File: src/rtl/spc_event_reporter.sv
// spc_event_reporter: queues debug event records and writes them, plus SPC status words,
// into a circular SPC cache window over a DWR/DACK handshake. Option macro: SPC_TIMESTAMP_EN.
module spc_event_reporter #(
    parameter int DW        = 32,
    parameter int NEV       = 8,
    parameter int DEPTH     = 4,
    parameter int BASE_ADDR = 80,
    parameter int ADDR_SPAN = 16
) (
    input  logic                   clk,
    input  logic                   MASRSTN,
    input  logic [NEV-1:0]         ev,
    input  logic [DW-1:0]          ev_data,
    input  logic                   cert,
    input  logic                   SPCDIS,
    input  logic                   SPCREQ,
    input  logic                   DACK,
    output logic                   DWR,
    output logic [31:0]            DAD,
    output logic [DW-1:0]          DO,
    output logic                   ovf,
    output logic [$clog2(DEPTH):0] fifo_cnt
);
    localparam int AW = $clog2(DEPTH);
    localparam int CW = AW + 1;
`ifdef SPC_TIMESTAMP_EN
    localparam int PW = DW - NEV - 24;
`else
    localparam int PW = DW - NEV - 8;
`endif
    localparam logic [31:0] BASE      = 32'(BASE_ADDR);
    localparam logic [31:0] SPAN_MASK = 32'(ADDR_SPAN - 1);

    typedef enum logic [1:0] {IDLE, WRITE, STATUS} state_t;

    state_t          r_state, w_state_next;
    logic            r_dwr, w_dwr_next;
    logic [31:0]     r_dad, w_dad_next;
    logic [DW-1:0]   r_do, w_do_next;
    logic            r_ovf;
    logic            r_pend, w_pend_next;
    logic [7:0]      r_seq;
    logic [7:0]      r_drop, w_drop_next;
    logic [CW-1:0]   r_cnt, w_cnt_next, w_cnt_after_pop;
    logic [AW-1:0]   r_wptr, r_rptr, w_rd_idx;
    logic [DW-1:0]   r_mem [DEPTH];
    logic            w_full, w_push_req, w_pop, w_push, w_drop, w_adv;
    logic [DW-1:0]   w_record, w_head, w_status;
    logic            w_unused_ev_data;

    assign w_full          = (r_cnt == CW'(DEPTH));
    assign w_push_req      = SPCDIS && (ev != '0);
    assign w_pop           = SPCDIS && (r_state == WRITE) && DACK;
    assign w_adv           = SPCDIS && (r_state != IDLE) && DACK;
    assign w_push          = w_push_req && (!w_full || w_pop);
    assign w_drop          = w_push_req && !w_push;
    assign w_cnt_after_pop = r_cnt - CW'(w_pop);
    assign w_cnt_next      = w_cnt_after_pop + CW'(w_push);
    assign w_drop_next     = (w_drop && (r_drop != 8'hFF)) ? r_drop + 8'd1 : r_drop;
    assign w_dad_next      = BASE + ((r_dad - BASE + 32'd1) & SPAN_MASK);
    assign w_unused_ev_data = &{1'b0, ev_data[DW-1:PW]};

    // An empty FIFO forwards the incoming record so a new event is written the next cycle
    assign w_rd_idx = r_rptr + AW'(w_pop);
    assign w_head   = (w_cnt_after_pop != '0) ? r_mem[w_rd_idx] : w_record;
    assign w_status = {w_drop_next, 8'(w_cnt_next), {(DW-20){1'b0}}, 4'hE};

`ifdef SPC_TIMESTAMP_EN
    logic [15:0] r_ts;
    always_ff @(posedge clk or negedge MASRSTN) begin
        if (!MASRSTN) r_ts <= '0;
        else          r_ts <= r_ts + 16'd1;
    end
    assign w_record = {r_ts, ev_data[PW-1:0], r_seq, ev};
`else
    assign w_record = {ev_data[PW-1:0], r_seq, ev};
`endif

    always_comb begin
        w_state_next = r_state;
        w_dwr_next   = r_dwr;
        w_do_next    = r_do;
        w_pend_next  = r_pend;
        if (!SPCDIS) begin
            w_state_next = IDLE;
            w_dwr_next   = 1'b0;
            w_pend_next  = 1'b0;
        end else begin
            case (r_state)
                IDLE: begin
                    if (SPCREQ || r_pend) begin
                        w_state_next = STATUS;
                        w_dwr_next   = 1'b1;
                        w_do_next    = w_status;
                    end else if ((w_cnt_next != '0) && cert) begin
                        w_state_next = WRITE;
                        w_dwr_next   = 1'b1;
                        w_do_next    = w_head;
                    end
                end
                WRITE: begin
                    if (DACK) begin
                        if (SPCREQ || r_pend) begin
                            w_state_next = STATUS;
                            w_do_next    = w_status;
                        end else if ((w_cnt_next != '0) && cert) begin
                            w_do_next    = w_head;
                        end else begin
                            w_state_next = IDLE;
                            w_dwr_next   = 1'b0;
                        end
                    end else if (SPCREQ) begin
                        w_pend_next = 1'b1;
                    end
                end
                STATUS: begin
                    if (DACK) begin
                        w_state_next = IDLE;
                        w_dwr_next   = 1'b0;
                        w_pend_next  = 1'b0;
                    end
                end
                default: begin
                    w_state_next = IDLE;
                    w_dwr_next   = 1'b0;
                end
            endcase
        end
    end

    // Disabling the IP flushes the queue but keeps address, sequence and drop history
    always_ff @(posedge clk or negedge MASRSTN) begin
        if (!MASRSTN) begin
            r_state <= IDLE;
            r_dwr   <= 1'b0;
            r_dad   <= BASE;
            r_do    <= '0;
            r_ovf   <= 1'b0;
            r_pend  <= 1'b0;
            r_seq   <= '0;
            r_drop  <= '0;
            r_cnt   <= '0;
            r_wptr  <= '0;
            r_rptr  <= '0;
        end else begin
            r_state <= w_state_next;
            r_dwr   <= w_dwr_next;
            r_do    <= w_do_next;
            r_pend  <= w_pend_next;
            r_drop  <= w_drop_next;
            if (w_drop) r_ovf <= 1'b1;
            if (w_push) r_seq <= r_seq + 8'd1;
            if (w_adv)  r_dad <= w_dad_next;
            if (!SPCDIS) begin
                r_cnt  <= '0;
                r_wptr <= '0;
                r_rptr <= '0;
            end else begin
                r_cnt <= w_cnt_next;
                if (w_push) r_wptr <= r_wptr + AW'(1);
                if (w_pop)  r_rptr <= w_rd_idx;
            end
        end
    end

    always_ff @(posedge clk) begin
        if (w_push) r_mem[r_wptr] <= w_record;
    end

    assign DWR      = r_dwr;
    assign DAD      = r_dad;
    assign DO       = r_do;
    assign ovf      = r_ovf;
    assign fifo_cnt = r_cnt;
endmodule
File: config.mk
export PLATFORM = sky130hd
export DESIGN_NAME = spc_event_reporter
export DESIGN_NICKNAME = d
export VERILOG_FILES = /design/src/rtl/spc_event_reporter.sv
export SDC_FILE = /design/constraint.sdc
export NUM_CORES = 1
export LEC_CHECK = 0
export BUFFER_PORTS_ARGS = -buffer_cell sky130_fd_sc_hd__buf_4
export CAP_MARGIN = 40
export CORE_UTILIZATION = 55
export CTS_CLUSTER_SIZE = 30
export DETAILED_ROUTE_END_ITERATION = 16
export GPL_ROUTABILITY_DRIVEN = 0
export PLACE_DENSITY = 0.82
export SLEW_MARGIN = 30
export SYNTH_ARGS = -nofsm -noshare
export SYNTH_HDL_FRONTEND = slang
export SYNTH_SLANG_ARGS = --single-unit
File: constraint.sdc
create_clock -name clk -period 3.53 [get_ports clk]
set_clock_uncertainty 0.05 [all_clocks]
set_input_delay 1.059 -clock clk [delete_from_list [all_inputs] [get_ports clk]]
set_output_delay 1.059 -clock clk [all_outputs]
set_load 0.005 [all_outputs]
==> summary.txt <==
Status
  – Status: finished, violations left
  – Failing checks: design-rule violations

GRT
  – Gr ovfl total: 0
  – First-pass GRT wire length: 26.8 mm
  – Initial antenna violation count: 0
  – Largest net degree at the start of global routing: 49
  – Global Route Usage Sum: 23.2%
  – Vias in the first global route: 4969

Cells and area
  – Most frequent cells in the layout: edfxtp_1 (128), buf_4 (93), dfrtp_1 (64)
  – Area growth syn-to-layout: 16.7%
  – Nets: 676
  – # diodes: 0
  – Share of layout cells above drive strength 1: 29.0%
  – Fill cells: 969
  – Most common cell after layout, fill and taps aside: edfxtp_1

Synthesis
  – Area of the mapped netlist: 8290 µm²
  – Synth warnings: 0
  – Netlist cell types: 57
  – Post-synthesis register bit count: 192
  – Primary FF master, synth: edfxtp_1
  – Cells after synthesis: 523
  – Register area share after synthesis: 65.7%
  – Async SR Flop Fraction: 33.3%
  – Post-synth EDFFs: 128
  – Avg Cell Area, Syn: 15.8 µm²

Place
  – Pre-CTS WS: -43.2 ps
  – Post-DP HPWL: 10.9 mm
  – PortBufs: 70

STA
  – Final setup vio count: 0
  – Final worst-path cycle share: 89.0%
  – RSZ-0062 raised after global routing: false
  – Slew @ Worst Pin: 625 ps
  – Max Fclk: 0.318 GHz
  – Setup TNS: 0 ps
  – Final hold vios: 0
  – Setup WS post-layout: 387 ps
  – Fin. max-slew vios: 0
  – Worst slew margin: 58.2%
  – Worst hold slack: 434 ps
  – Min Tclk post-route: 3140 ps

Routing
  – Antenna viol nets, final: 0
  – Vias per cell: 5.85
  – WL/cell: 20.5 µm
  – Via count: 4767
  – Initial DRC Count: 296
  – DR pass1 iterations: 11
  – Drt drc: 30
  – WL final: 16.7 mm

CTS
  – Post_cts resized: 0
  – Longest Clk Path Bufs: 2
  – CTS buffer count: 17
  – Root buf cell: clkbuf_16
  – Clk Latency, worst-skew pair: 440 ps
  – Setup fix buffers added after clock tree synthesis: 0
  – # H-tree levels: 4
  – TritonCTS clock tree: yes
  – Clock slew seen by the registers of the worst setup and hold paths: 70 ps
  – Clk sinks: 192
  – # hold bufs at CTS: 0

Floorplan
  – Die ar.: 15600 µm²
  – Die Ht: 125 µm
  – I/O pin count: 115
  – Row cnt: 44
  – Initial Utilization: 56.6%
  – Width of the chip: 125 µm
  – Core area: 14600 µm²

Hold path
  – Hold path depth: 2
  – Hold Crit Class: reg -> reg

Setup path
  – CP endpoint kind: flop
  – Reg2Reg Depth: 12
  – Critical path type: in -> reg
  – Crit-path max cell delay: 430 ps
  – Critical path cell sequence: buf_4 -> nor4_4 -> a221oi_2 -> ha_1 -> ha_1 -> xor3_1 -> o31a_4 -> o21bai_4 -> buf_4 -> nand2_1 -> o21ai_0
  – CP required: 3820 ps
  – Worst Path Max Fanout: 20
  – Crit path launch type: primary input
  – Data arrival, critical path: 3430 ps
  – Slowest CP cell: nor4_4

Job
  – Max_cap viols: 0

Pwr
  – Leakage power figure: 3.85 nW
  – PD cells: 605 nW/µm²
  – Peak VDD IR: 0.378 mV
metal layers:
layer,routed length (µm),up-vias,global-route usage [%]
met5,0,-,0
met4,300,0,8.57
met3,909,23,5.54
met2,8310,156,36.7
met1,7210,2474,31.4
li1,-,2114,-
power breakdown:
| part | switching (mW) | internal (mW) |
|---|---|---|
| Combinational | 0.509 | 0.524 |
| Clock | 0.825 | 0.963 |
| Sequential | 0.231 | 2.80 |
| Total | 1.56 | 4.29 |
synthesized netlist by cell type, types with 3 or more instances:
cell / n / area share (%)
a21oi_1: 11 / 0.66
nor2_1: 13 / 0.59
edfxtp_1: 128 / 46
buf_4: 34 / 3.1
mux2i_1: 25 / 3.0
nand2_1: 41 / 1.9
nor2b_1: 3 / 0.23
and3_1: 4 / 0.30
nand4_1: 4 / 0.30
a211oi_1: 4 / 0.36
and2_1: 10 / 0.75
dfrtp_1: 64 / 19
mux4_2: 32 / 8.7
ha_1: 12 / 1.8
o221a_1: 3 / 0.41
inv_1: 9 / 0.41
o31ai_1: 4 / 0.36
mux2_2: 5 / 0.68
nor3_1: 7 / 0.42
o21ai_0: 23 / 1.4
nand3_1: 8 / 0.48
nand2b_1: 11 / 0.83
xor2_1: 10 / 1.1
buf_2: 11 / 0.66
xnor2_1: 6 / 0.63
layout make-up:
cell class	instances	area [µm²]	area share [%]
Inverter	10	37.5	0.388
Sequential cell	192	5450	56.3
Timing Repair Buffer	99	826	8.54
Clock inverter	15	121	1.25
Tap cell	184	230	2.38
Clock buffer	17	425	4.40
Multi-Input combinational cell	298	2590	26.7
per-stage QoR:
step	power (mW)	cell area, µm²	utilization (%)	cells
2_1_floorplan	3.58	8390	-	549
3_3_place_gp	4.03	9100	62.1	782
3_5_place_dp	4.11	9130	62.3	783
4_1_cts	5.90	9670	66.1	815
5_1_grt	6.08	9670	66.1	815
6_report	5.85	9670	66.1	815
state kept, by name (all words and copies together), names as in the netlist:
register	cells
r_mem	128
DO	32
r_wptr	2
ovf	1
DWR	1
r_pend	1
r_drop	8
r_state	2
DAD	4
r_rptr	2
r_seq	8
fifo_cnt	3
worst paths after layout:
check	slack, ps	start	endpoint
setup / recovery	390	ev[0]	DO[7]
hold / removal	430	DO[19]	DO[19]
setup reg to reg	620	r_state[1]	DO[7]
hold reg to reg	430	DO[19]	DO[19]
max in group asynchronous	2440	MASRSTN	r_drop[7]
min in group asynchronous	440	MASRSTN	DO[12]
cells by family (layout without fill, tap and decap cells):
family / after synthesis / count (layout) / share of synthesized area [%]
xor gates and xnor gates: 18 / 18 / 2.17
DFF: 192 / 192 / 65.7
and+or+nand+nor: 115 / 115 / 7.79
AOI/OAI and AO/OA: 63 / 63 / 5.47
adders and majority gates: 12 / 12 / 1.81
muxes: 62 / 62 / 12.4
other: 2 / 28 / 0.0906
buffers and inverters: 59 / 141 / 4.57
critical path, delay by kind of cell:
kind	cells	cell delay, ps
xor gates and xnor gates	1	220
buffers and inverters	2	440
adders and majority gates	2	420
AOI/OAI and AO/OA	4	760
and+or+nand+nor	2	530
(Power assumes the default switching activity.)
